--- src/rtl/spi_sub_burst_if.sv ---
// SPI pins plus memory-side strobes of the SPI-to-memory bridge, bundled for one port.
interface spi_sub_burst_if #(
  parameter int ADDR_W = 10,
  parameter int DATA_W = 32
);
  logic              cs_n;
  logic              mosi;
  logic              miso;
  logic              r_en;
  logic              w_en;
  logic [ADDR_W-1:0] addr;
  logic [DATA_W-1:0] data_o;
  logic [DATA_W-1:0] data_i;
  logic              abort;

  modport slave (
    input  cs_n, mosi, data_i,
    output miso, r_en, w_en, addr, data_o, abort
  );

  modport master (
    output cs_n, mosi, data_i,
    input  miso, r_en, w_en, addr, data_o, abort
  );
endinterface

--- src/rtl/spi_sub_burst.sv ---
// SPI subordinate: one {op, addr, data} frame in, one memory cycle, one response frame out.
// Op 10 keeps re-reading at addr+1 after each response until cs_n rises.
module spi_sub_burst #(
  parameter int ADDR_W = 10,
  parameter int DATA_W = 32
) (
  input logic            sclk,
  input logic            rst,
  spi_sub_burst_if.slave bus
);
  localparam int MSG_W = 2 + ADDR_W + DATA_W;
  localparam int CNT_W = $clog2(MSG_W + 1);
  localparam logic [CNT_W-1:0] RX_LAST = CNT_W'(MSG_W - 1);
  localparam logic [CNT_W-1:0] TX_END  = CNT_W'(MSG_W);

  typedef enum logic [1:0] {IDLE, RX, MEM, TX} state_e;

  state_e            state_q, state_d;
  logic [CNT_W-1:0]  cnt_q, cnt_d;
  logic [MSG_W-1:0]  rx_q, rx_d;
  logic [MSG_W-1:0]  tx_q, tx_d;
  logic              mem_ph_q, mem_ph_d;
  logic              miso_q, miso_d;
  logic              r_en_q, r_en_d;
  logic              w_en_q, w_en_d;
  logic              abort_q, abort_d;
  logic [ADDR_W-1:0] addr_q, addr_d;
  logic [DATA_W-1:0] data_o_q, data_o_d;
  logic [1:0]        op;
  logic [MSG_W-1:0]  resp;

  always_ff @(posedge sclk) begin
    if (rst) begin
      state_q  <= IDLE;
      cnt_q    <= '0;
      rx_q     <= '0;
      tx_q     <= '0;
      mem_ph_q <= 1'b0;
      miso_q   <= 1'b0;
      r_en_q   <= 1'b0;
      w_en_q   <= 1'b0;
      abort_q  <= 1'b0;
      addr_q   <= '0;
      data_o_q <= '0;
    end else begin
      state_q  <= state_d;
      cnt_q    <= cnt_d;
      rx_q     <= rx_d;
      tx_q     <= tx_d;
      mem_ph_q <= mem_ph_d;
      miso_q   <= miso_d;
      r_en_q   <= r_en_d;
      w_en_q   <= w_en_d;
      abort_q  <= abort_d;
      addr_q   <= addr_d;
      data_o_q <= data_o_d;
    end
  end

  always_comb begin
    state_d  = state_q;
    cnt_d    = cnt_q;
    rx_d     = rx_q;
    tx_d     = tx_q;
    mem_ph_d = mem_ph_q;
    miso_d   = 1'b0;
    r_en_d   = 1'b0;
    w_en_d   = 1'b0;
    abort_d  = 1'b0;
    addr_d   = addr_q;
    data_o_d = data_o_q;
    op       = rx_q[MSG_W-1 -: 2];
    resp     = '0;

    if (bus.cs_n) begin
      state_d  = IDLE;
      cnt_d    = '0;
      mem_ph_d = 1'b0;
      abort_d  = (state_q != IDLE);
    end else begin
      unique case (state_q)
        IDLE: begin
          rx_d    = {rx_q[MSG_W-2:0], bus.mosi};
          cnt_d   = CNT_W'(1);
          state_d = RX;
        end
        RX: begin
          rx_d = {rx_q[MSG_W-2:0], bus.mosi};
          if (cnt_q == RX_LAST) begin
            cnt_d    = '0;
            mem_ph_d = 1'b0;
            state_d  = MEM;
          end else begin
            cnt_d = cnt_q + CNT_W'(1);
          end
        end
        // Phase 0 raises the strobe; phase 1 drops it and samples data_i into the response.
        MEM: begin
          if (!mem_ph_q) begin
            mem_ph_d = 1'b1;
            addr_d   = rx_q[DATA_W +: ADDR_W];
            unique case (op)
              2'b00, 2'b10: r_en_d = 1'b1;
              2'b01: begin
                w_en_d   = 1'b1;
                data_o_d = rx_q[DATA_W-1:0];
              end
              default: ;
            endcase
          end else begin
            unique case (op)
              2'b00, 2'b10: resp = {op, addr_q, bus.data_i};
              2'b01:        resp = rx_q;
              default:      resp = '1;
            endcase
            mem_ph_d = 1'b0;
            miso_d   = resp[MSG_W-1];
            tx_d     = {resp[MSG_W-2:0], 1'b0};
            cnt_d    = CNT_W'(1);
            state_d  = TX;
          end
        end
        TX: begin
          if (cnt_q == TX_END) begin
            cnt_d = '0;
            if (op == 2'b10) begin
              addr_d   = addr_q + ADDR_W'(1);
              r_en_d   = 1'b1;
              mem_ph_d = 1'b1;
              state_d  = MEM;
            end else begin
              state_d = RX;
            end
          end else begin
            miso_d = tx_q[MSG_W-1];
            tx_d   = {tx_q[MSG_W-2:0], 1'b0};
            cnt_d  = cnt_q + CNT_W'(1);
          end
        end
        default: state_d = IDLE;
      endcase
    end
  end

  assign bus.miso   = miso_q;
  assign bus.r_en   = r_en_q;
  assign bus.w_en   = w_en_q;
  assign bus.abort  = abort_q;
  assign bus.addr   = addr_q;
  assign bus.data_o = data_o_q;
endmodule
--- src/flat_wrapper.sv ---
// flat-port wrapper written by rule: the top's interface ports become plain ports
module spi_sub_burst_flat 
#(
  parameter int ADDR_W = 10,
  parameter int DATA_W = 32
)
  (sclk, rst, bus_cs_n, bus_mosi, bus_data_i, bus_miso, bus_r_en, bus_w_en, bus_addr, bus_data_o, bus_abort);
  spi_sub_burst_if #(.ADDR_W(ADDR_W), .DATA_W(DATA_W)) bus_i ();
  input logic sclk;
  input logic rst;
  input wire logic [$bits(bus_i.cs_n)-1:0] bus_cs_n;
  input wire logic [$bits(bus_i.mosi)-1:0] bus_mosi;
  input wire logic [$bits(bus_i.data_i)-1:0] bus_data_i;
  output wire logic [$bits(bus_i.miso)-1:0] bus_miso;
  output wire logic [$bits(bus_i.r_en)-1:0] bus_r_en;
  output wire logic [$bits(bus_i.w_en)-1:0] bus_w_en;
  output wire logic [$bits(bus_i.addr)-1:0] bus_addr;
  output wire logic [$bits(bus_i.data_o)-1:0] bus_data_o;
  output wire logic [$bits(bus_i.abort)-1:0] bus_abort;
  assign bus_i.cs_n = bus_cs_n;
  assign bus_i.mosi = bus_mosi;
  assign bus_i.data_i = bus_data_i;
  assign bus_miso = bus_i.miso;
  assign bus_r_en = bus_i.r_en;
  assign bus_w_en = bus_i.w_en;
  assign bus_addr = bus_i.addr;
  assign bus_data_o = bus_i.data_o;
  assign bus_abort = bus_i.abort;
  spi_sub_burst #(.ADDR_W(ADDR_W), .DATA_W(DATA_W)) u_core (.sclk(sclk), .rst(rst), .bus(bus_i));
endmodule
--- config.mk ---
export PLATFORM = sky130hd
export DESIGN_NAME = spi_sub_burst_flat
export DESIGN_NICKNAME = d
export VERILOG_FILES = /design/src/rtl/spi_sub_burst_if.sv /design/src/rtl/spi_sub_burst.sv /design/src/flat_wrapper.sv
export SDC_FILE = /design/constraint.sdc
export NUM_CORES = 1
export LEC_CHECK = 0
export BUFFER_PORTS_ARGS = -buffer_cell sky130_fd_sc_hd__buf_2
export CORE_ASPECT_RATIO = 1.5
export CORE_MARGIN = 4
export CORE_UTILIZATION = 55
export CTS_CLUSTER_DIAMETER = 60
export DETAILED_ROUTE_END_ITERATION = 7
export PLACE_DENSITY = 0.77
export SLEW_MARGIN = 10
export SYNTH_ARGS = -nofsm -noshare
export SYNTH_HDL_FRONTEND = slang
export SYNTH_SLANG_ARGS = --single-unit
--- constraint.sdc ---
create_clock -name sclk -period 4.1 [get_ports sclk]
set_input_delay 0.205 -clock sclk [delete_from_list [all_inputs] [get_ports sclk]]
set_output_delay 0.205 -clock sclk [all_outputs]
set_load 0.01 [all_outputs]
==> metrics.txt, run 1 <==
power density cells 464 mW/mm2; Via density approximately 6.3; hold path cells 3; yosys warns 0; Worst Skew 0.00498 ns; CP Data Required Time 4.42 ns; ANT cells 0; CP delay by family, top compound AO/OA/AOI/OAI gates; post-synthesis cell area 0.00588 mm2; syn nets 720; die area 0.0124 mm2; Slew @ Worst Pin 1.09 ns; Layout area overhead 18.3%; CTS Buffer Depth 2; Post-synth ARST share 0%; worst vdd ir around 0.0003 V; cell count of the worst reg-to-reg path 4; Critical path buffers and inverters 0; antenna viol nets, final 0; fin crit period 2.58 ns; Row Count 46; crit path max fanout 32; routability cong. 0.847; Yosys top cell area share just under 50%; Slew Viols, Final 0; initial antenna violation count 0; RSZ-0062 raised after global routing no; P_leak 2.40 nW; final net count 761; crit path cell chain nand2_2, a21oi_1, o311ai_0, o31ai_1; Post-synth EDFFs 0; clock latency on the worst-skew pair 0.41 ns; H-Tree Depth 4; Num CTS Buffers 17; f_max around 390 MHz; root buffer cell clkbuf_16; Worst setup SP type flop; Avg Inst Size Synth 8.63 um2; # Post-CTS Setup Buffers 0; CP endpoint kind flop; total number of vias 5499; Clk pin slew, worst setup/hold paths 0.06 ns; grt total ovfl 0; largest net degree at the start of global routing roughly 100; TNS Setup 0 ns; 1st-pass router iterations 5; crit-path max cell delay slightly above 0.8 ns; Remaining DRCs 0; number of global-route vias before repair 5196; layout cells sized above 1 between 10% and 20%; max-cap violations 0; Final Non-Filler Cells a little under 900; Worst Setup Slack, final 1.52 ns; Placed Cells 847; WS Path Type reg2reg; hold crit path type in2reg; count leader, synth nand2_1; synth top area cells dfxtp_1, nand2_1, a311oi_1, o221ai_1, a22o_1; DP Wirelength 9170 um; dominant cell type by area after synthesis dfxtp_1; Final Hold Fails 0; DRT iter0 DRCs 396; #FFs+latches synth 142; Final setup viols 0; port bufs 81; status finished, final reports clean; max-slew headroom at the worst pin roughly 27%; Cells after Synth just under 700; Starting Density between 50% and 60%; Place WS between 1.5 and 2 ns; Tcrit/Tclk final 63.0%; Critical Path AT 2.91 ns; sequential share of the synthesized area 48.4%; Die H 135 um; die width about 92 um; WP depth 4; core area 0.0105 mm2; IO Pins 82; slowest cell on the critical path a21oi_1; CTS tree built; Finished Core Util 66.0%; Distinct cells, synth 50; Post-CTS Hold Fix Bufs 0; first-pass GRT wire length around 24000 um; CTS sink count approximately 140; post-CTS sizing 0; Post-synth top flop dfxtp_1; post-DR wirelength/cell 17.0 um; GR Util All Layers 23.9%; synth cell count leaders nand2_1, dfxtp_1, nor2_1, a21oi_1, clkbuf_1; WL final 14900 um
==> layer usage <==
| layer | share of wire, % | vias up | global-route usage (%) | wire [um] |
|---|---|---|---|---|
| met2 | 51 | 215 | 40.8 | 7590 |
| met1 | 41 | 2649 | 28.9 | 6140 |
| li1 | - | 2610 | - | - |
| met4 | 1.6 | 0 | 9.26 | 240 |
| met3 | 6.3 | 25 | 5.57 | 944 |
| met5 | 0 | - | 0 | 0 |
==> flip-flops by register name, summed over array words and instances, names as in the netlist <==
signal             flops
u_core.bus.abort       1
u_core.bus.addr       10
u_core.bus.data_o     32
u_core.bus.miso        1
u_core.bus.r_en        1
u_core.bus.w_en        1
u_core.cnt_q           6
u_core.mem_ph_q        1
u_core.rx_q           44
u_core.state_q         2
u_core.tx_q           43
==> cells in the final DEF (no fill, tap or decap), types with 3 or more instances in the layout <==
master,n
nand2b_1,4
a311oi_1,44
nor3b_1,3
nand3_1,8
a211oi_1,4
or2_2,3
nand2_1,144
clkbuf_16,17
and3b_1,3
bufinv_16,6
o221ai_1,42
o31ai_1,4
nor3_1,7
o32ai_1,3
buf_4,7
a22o_1,32
inv_1,5
ha_1,3
nand4_1,8
nor2_1,53
clkinvlp_4,3
a31oi_1,7
a32oi_1,3
buf_2,80
dfxtp_1,141
a21oi_1,54
o21ai_0,4
==> worst register-to-register path: cells and delay by family (launching register included) <==
family / cells / cell delay (ns)
flops: 1 / 0.74
compound gates: 3 / 1.20
simple gates: 1 / 0.55
==> worst paths after layout <==
path / startpoint / endpoint / slack, ns
hold reg to reg: u_core.bus.data_o[16] / u_core.bus.data_o[16] / 0.47
setup reg to reg: u_core.state_q[0] / u_core.bus.addr[2] / 1.52
setup / recovery: u_core.state_q[0] / u_core.bus.addr[2] / 1.52
hold / removal: bus_mosi / u_core.rx_q[0] / 0.05
==> where the power goes <==
group | switching, mW | internal, mW
logic | 0.0569 | 0.0269
clock network | 0.598 | 1.16
registers | 0.00521 | 1.38
total | 0.660 | 2.57
==> metrics by stage <==
step                      hold slack [ns]  area, um2  power [mW]
after floorplan                     0.341       5880        1.47
after global placement              0.456       6270        1.50
after detailed placement            0.459       6270        1.50
after CTS                          0.0397       6950        3.24
after global routing               0.0481       6950        3.30
final                              0.0542       6950        3.23
==> cell families after synthesis <==
family          Yosys count  synth area share [%]
flops                   142                  48.4
buf+inv                  70                  4.92
compound gates          212                  27.4
simple gates            254                  18.7
fa+ha+maj                 3                 0.639
==> cell type report <==
type	count	area [um2]
fillers	876	3580
clock inverters	14	239
repair buffers	87	453
well taps	144	180
multi-input cells	469	2780
clock buffers	18	439
inverters	5	18.8
flip-flops and latches	142	2840
Power figures use the tool's default switching activity.
==> run 2: changes to the inputs <==
clock period = 2.7 ns   (was 4.1 ns; I/O delays follow)
==> run 2 against run 1 <==
  * Maximum frequency is 20% higher
  * Combinational power up 65%
  * Sequential power grew 51%
  * Cell area grew 0.13%
  * Clock-buffer cell count up 4
  * Sequential cell count unchanged
  * Non-clock buffer count increased by 13
  * Largest power group unchanged
  * Clock power rose by 29%
==> metrics.txt, run 2 (synthesized netlist as in run 1, its figures left out) <==
TNS Setup 0 ns (unchanged); Post-CTS Hold Fix Bufs 1 (was 0); ANT cells 0 (unchanged); antenna viol nets, final 0 (unchanged); Slew @ Worst Pin 0.709 ns (was 1.09 ns); met3 WL post-DR 868 um (was 944 um); Final setup viols 0 (unchanged); total number of vias 5449 (was 5499); worst vdd ir 0.000463 V (was 0.000309 V); number of global-route vias before repair 5163 (was 5196); crit path max fanout 85 (was 32); IO Pins 82 (unchanged); die area 0.0124 mm2 (unchanged); CP Data Required Time 3.01 ns (was 4.42 ns); max-slew headroom at the worst pin 52.7% (was 27.4%); Final Hold Fails 0 (unchanged); f_max 466 MHz (was 387 MHz); max FFs per register 44 (unchanged); initial antenna violation count 0 (unchanged); root buffer cell clkbuf_16 (unchanged); final net count 774 (was 761); CTS sink count 142 (unchanged); Top Metal Used met4 (unchanged); port bufs 81 (unchanged); Tcrit/Tclk final 79.5% (was 63.0%); Die H 135 um (unchanged); Hold EP u_core.bus.abort (was u_core.rx_q[0]); crit path cell chain inv_1, ha_1, and3b_1, a311oi_4, buf_12, nor2_1, a311oi_1 (was nand2_2, a21oi_1, o311ai_0, o31ai_1); DRT iter0 DRCs 452 (was 396); CP endpoint kind flop (unchanged); status finished, final reports clean (unchanged); Remaining DRCs 0 (unchanged); fin crit period 2.15 ns (was 2.58 ns); Worst setup SP type flop (unchanged); CTS tree built (unchanged); slowest cell on the critical path dfxtp_1 (was a21oi_1); first-pass GRT wire length 24500 um (was 24300 um); met1 WL 6240 um (was 6140 um); Clk pin slew, worst setup/hold paths 0.06 ns (about the same); die width 92.4 um (unchanged); WS Path Type reg2reg (unchanged); routed wl met2 7600 um (was 7590 um); grt total ovfl 0 (unchanged); most frequent cells in the layout nand2_1, dfxtp_1, buf_2, a21oi_1, nor2_1 (unchanged); DP Wirelength 9480 um (was 9170 um); power density cells 648 mW/mm2 (was 464 mW/mm2); Critical Path AT 2.45 ns (was 2.91 ns); clock latency on the worst-skew pair 0.41 ns (about the same); H-Tree Depth 4 (unchanged); commonest non-fill, non-tap cell in the layout nand2_1 (unchanged); hold crit path type in2reg (unchanged); fillers 878 (was 876); Hold Startpoint bus_cs_n (was bus_mosi); core area 0.0105 mm2 (unchanged); Most flops, register u_core.rx_q (unchanged); CTS Buffer Depth 2 (unchanged); post-CTS sizing 0 (unchanged); reg2reg end u_core.tx_q[26] (was u_core.bus.addr[2]); Starting Density 55.8% (unchanged); Via density 6.12 (was 6.26); post-DR wirelength/cell 16.8 um (was 17.0 um); P_leak 2.42 nW (was 2.40 nW); RSZ-0062 raised after global routing no (unchanged); largest net degree at the start of global routing 86 (was 104); routability cong. 0.887 (was 0.847); 1st-pass router iterations 5 (unchanged); R2R Path Start u_core.cnt_q[0] (was u_core.state_q[0]); Total Power 4.51 mW (was 3.23 mW); # Post-CTS Setup Buffers 0 (unchanged); max-cap violations 0 (unchanged); flop2flop setup slack 0.55 ns (was 1.52 ns); Num CTS Buffers 17 (unchanged); Worst Skew 0.00737 ns (was 0.00498 ns); Finished Core Util 66.1% (was 66.0%); cell count of the worst reg-to-reg path 7 (was 4); Slew Viols, Final 0 (unchanged); crit-path max cell delay 0.38 ns (was 0.81 ns); Row Count 46 (unchanged); hold path cells 2 (was 3); GR Util All Layers 24.1% (was 23.9%); WL final 15000 um (was 14900 um); layout cells sized above 1 18.1% (was 17.7%); Layout area overhead 18.5% (was 18.3%)
[run 2: cell type report]
cell class / count / area (um2) / share of cell area, %
timing repair buffer: 100 / 578 / 8.30
sequential: 142 / 2840 / 40.9
inverter: 5 / 18.8 / 0.270
multi-input combinational: 469 / 2780 / 39.9
clock buffer: 22 / 444 / 6.38
clock inverter: 8 / 118 / 1.69
tap: 144 / 180 / 2.59
[run 2: report_power, final]
part | leakage (nW) | internal, mW | total, mW | switching [mW]
clock | 0.274 | 1.44 | 2.27 | 0.835
sequential | 1.14 | 2.10 | 2.10 | 0.00386
combinational | 0.998 | 0.0464 | 0.138 | 0.0914
[run 2: metal layers]
metal	vias to the layer above	track usage, %
li1	2624	-
met1	2580	29.4
met2	218	40.8
met3	27	5.30
met4	0	10.2
met5	-	0
[run 2: worst max path at each step]
stage                    startpoint              endpoint  slack [ns]
floorplan           u_core.cnt_q[0]       u_core.tx_q[25]        0.91
global placement    u_core.mem_ph_q  u_core.bus.data_o[5]        0.73
detailed placement  u_core.cnt_q[0]        u_core.tx_q[6]        0.65
CTS                 u_core.cnt_q[0]       u_core.tx_q[26]        0.59
global route        u_core.cnt_q[0]       u_core.tx_q[11]        0.44
finish              u_core.cnt_q[0]       u_core.tx_q[26]        0.55
[run 2: worst max-delay path: cells and delay by family (launching register included)]
kind,cells,cell delay [ns]
AOI/OAI and AO/OA,2,0.64
and+or+nand+nor,2,0.34
DFF,1,0.38
buffers and inverters,2,0.43
adders and majority gates,1,0.23
[run 2: metrics by stage]
stage | area, um2 | setup slack, ns | hold WS (ns) | std cells
floorplan | 5880 | 0.912 | 0.271 | 681
global placement | 6390 | 0.734 | 0.402 | 859
detailed placement | 6390 | 0.649 | 0.394 | 859
CTS | 6960 | 0.591 | 0.0639 | 890
global route | 6960 | 0.437 | 0.0715 | 890
finish | 6960 | 0.554 | 0.0782 | 890
==> run 3: changes to the inputs <==
ABC_AREA = 1   (was not set)
CORE_UTILIZATION = 52   (was 55)
PLACE_DENSITY = 0.76   (was 0.77)
clock period = 1.8 ns   (was 2.7 ns; I/O delays follow)
==> run 3 against run 2 <==
  * Via count increased by 7.9%
  * Maximum frequency grew 29%
  * Synthesized cell count rose by 25%
  * Critical path depth stayed put
  * Register-to-register slack got worse by 0.42 ns
  * Combinational power rose to 4.2 times the previous value
  * Largest power group unchanged
==> metrics.txt, run 3 <==
most used cell, CP nand2_1; Critical Path AT 2.01 ns (was 2.45 ns); flop2flop setup slack 0.13 ns (was 0.55 ns); number of global-route vias before repair 5651 (was 5163); Final setup viols 0 (unchanged); IO Pins 82 (unchanged); Simple-Gate Fraction of Synth Area 23.2% (was 18.7%); final net count 968 (was 774); hold crit path type in2reg (unchanged); Final Hold Fails 0 (unchanged); status finished, final reports clean (unchanged); post-DR wirelength/cell 14.3 um (was 16.8 um); CTS tree built (unchanged); Remaining DRCs 0 (unchanged); CTS Buffer Depth 2 (unchanged); P_leak 3.13 nW (was 2.42 nW); crit path max fanout 21 (was 85); H-Tree Depth 4 (unchanged); most frequent cells in the layout dfxtp_1, nor2_1, nand2_1, o21ai_0, buf_2 (was nand2_1, dfxtp_1, buf_2, a21oi_1, nor2_1); syn nets 893 (was 720); Row Count 48 (was 46); CP endpoint kind flop (unchanged); 1st-pass router iterations 5 (unchanged); power density cells 996 mW/mm2 (was 648 mW/mm2); ANT cells 0 (unchanged); max-slew headroom at the worst pin 75.7% (was 52.7%); Finished Core Util 63.6% (was 66.1%); Via density 5.39 (was 6.12); Layout area overhead 19.4% (was 18.5%); slowest cell on the critical path dfxtp_1 (unchanged); port bufs 81 (unchanged); largest net degree at the start of global routing 66 (was 86); Avg Inst Size Synth 7.23 um2 (was 8.63 um2); yosys warns 0 (unchanged); Final Non-Filler Cells 1092 (was 890); WL final 15700 um (was 15000 um); CP Data Required Time 2.14 ns (was 3.01 ns); Yosys top cell area share 46.0% (was 48.4%); commonest non-fill, non-tap cell in the layout dfxtp_1 (was nand2_1); grt total ovfl 0 (unchanged); WS Path Type reg2reg (unchanged); Slew Viols, Final 0 (unchanged); Num CTS Buffers 17 (unchanged); fin crit period 1.67 ns (was 2.15 ns); antenna viol nets, final 0 (unchanged); Post-synth ARST share 0% (unchanged); DP Wirelength 10100 um (was 9480 um); Distinct cells, synth 30 (was 50); post-synthesis cell area 0.00618 mm2 (was 0.00588 mm2); Worst setup SP type flop (unchanged); routability cong. 0.863 (was 0.887); layout cells sized above 1 18.2% (was 18.1%); Compound-Gate Fraction of Synth Area 21.7% (was 27.4%); crit path cell chain inv_2, nor2_2, nand2_1, nor2_4, buf_12, nand2_1, a21oi_2 (was inv_1, ha_1, and3b_1, a311oi_4, buf_12, nor2_1, a311oi_1); Placed Cells 1058 (was 859); TNS Setup 0 ns (unchanged); max-cap violations 0 (unchanged); Post-synth top flop dfxtp_1 (unchanged); die area 0.0137 mm2 (was 0.0124 mm2); die width 97.0 um (was 92.4 um); Post-synth EDFFs 0 (unchanged); Min Hold Slack 0.0446 ns (was 0.0782 ns); GR Util All Layers 22.9% (was 24.1%); first-pass GRT wire length 26400 um (was 24500 um); worst vdd ir 0.000716 V (was 0.000463 V); post-synthesis mux area share 0% (unchanged); Tcrit/Tclk final 92.5% (was 79.5%); total number of vias 5881 (was 5449); initial antenna violation count 0 (unchanged); #FFs+latches synth 142 (unchanged); root buffer cell clkbuf_16 (unchanged); Slew @ Worst Pin 0.363 ns (was 0.709 ns); Starting Density 53.3% (was 55.8%); cell count of the worst reg-to-reg path 7 (unchanged); Die H 141 um (was 135 um); main combinational cell family by area after synthesis simple AND/OR/NAND/NOR gates (was compound AO/OA/AOI/OAI gates); crit-path max cell delay 0.47 ns (was 0.38 ns); synth top area cells dfxtp_1, o21ai_0, nor2_1, nand2_1, nand3_1 (was dfxtp_1, nand2_1, a311oi_1, o221ai_1, a22o_1); post-synthesis adder-cell area fraction 0.608% (was 0.639%); dominant cell type by area after synthesis dfxtp_1 (unchanged); Clk pin slew, worst setup/hold paths 0.06 ns (about the same); max FFs per register 44 (unchanged); Worst Skew 0.00813 ns (was 0.00737 ns); hold path cells 2 (unchanged); RSZ-0062 raised after global routing no (unchanged); clock latency on the worst-skew pair 0.41 ns (about the same); XOR/XNOR Fraction of Synth Area 0.284% (was 0%); # Post-CTS Setup Buffers 0 (unchanged); count leader, synth dfxtp_1 (was nand2_1); Cells after Synth 854 (was 681); sequential share of the synthesized area 46.0% (was 48.4%); synth cell count leaders dfxtp_1, nor2_1, nand2_1, o21ai_0, nand3_1 (was nand2_1, dfxtp_1, nor2_1, a21oi_1, clkbuf_1); Most flops, register u_core.rx_q (unchanged); CTS sink count 142 (unchanged); f_max 600 MHz (was 466 MHz); DRT iter0 DRCs 492 (was 452); core area 0.0116 mm2 (was 0.0105 mm2)
==> run 3: cell count changes after synthesis, moves of 38 or more <==
cell,change
o221ai_1,-42
o22ai_1,+38
a311oi_1,-44
nor2_1,+81
o21ai_0,+113
inv_1,+46
nand3_1,+45
o21ai_1,+45
==> run 3: timing repair <==
item	CTS	global route
hold endpoints to repair	1	0
endpoints found under the setup margin	0	36
hold buffers	1	0
gates resized for setup	0	3
==> run 3: stage by stage <==
| stage | total power [mW] | area, um2 | setup slack (ns) |
|---|---|---|---|
| after global placement | 3.96 | 6750 | 0.168 |
| final | 7.35 | 7370 | 0.134 |
| after floorplan | 3.77 | 6180 | 0.422 |
| after detailed placement | 3.97 | 6750 | 0.117 |
| after CTS | 7.38 | 7340 | 0.0859 |
| after global routing | 7.63 | 7370 | 0.0115 |
==> run 3: per-layer routing <==
metal  vias to the layer above  wire length [um]  share of wire (%)  track usage [%]
met4                         0               238                1.5             7.47
met5                         -                 0                  0                0
met2                       137              8070                 52             40.8
li1                       2998                 -                  -                -
met1                      2728              6700                 43             28.0
met3                        18               659                4.2             3.98
==> run 3: cells by family (layout without fill, tap and decap cells) <==
group / Yosys count / in the layout
and+or+nand+nor: 340 / 340
xor gates and xnor gates: 2 / 2
buffers and inverters: 113 / 201
AOI/OAI and AO/OA: 254 / 254
DFF: 142 / 142
adders and majority gates: 3 / 3
==> run 3: final cells by class <==
type	count	area (um2)
Inverter	57	215
Tap cell	150	188
Timing Repair Buffer	112	708
Fill cell	1057	4220
Clock inverter	13	139
Clock buffer	19	443
Multi-Input combinational cell	599	2840
Sequential cell	142	2840
==> run 3: report_power, final <==
part           leakage [nW]  internal (mW)  total (mW)  switching (mW)
logic                  1.70          0.226       0.586           0.360
clock network         0.272           2.08        3.43            1.35
registers              1.16           3.25        3.33          0.0851
total                  3.13           5.55        7.35            1.79
==> run 3: path summary, 6_finish.rpt <==
path / startpoint / to
setup / recovery: u_core.state_q[1] / u_core.tx_q[41]
setup reg to reg: u_core.state_q[1] / u_core.tx_q[41]
hold / removal: rst / u_core.tx_q[38]
hold reg to reg: u_core.bus.data_o[20] / u_core.bus.data_o[20]
==> run 3: worst max-delay path: cells and delay by family, from the launching register on <==
kind,cells,cell delay (ns)
simple gates,4,0.71
flops,1,0.47
buf+inv,2,0.29
compound gates,1,0.13
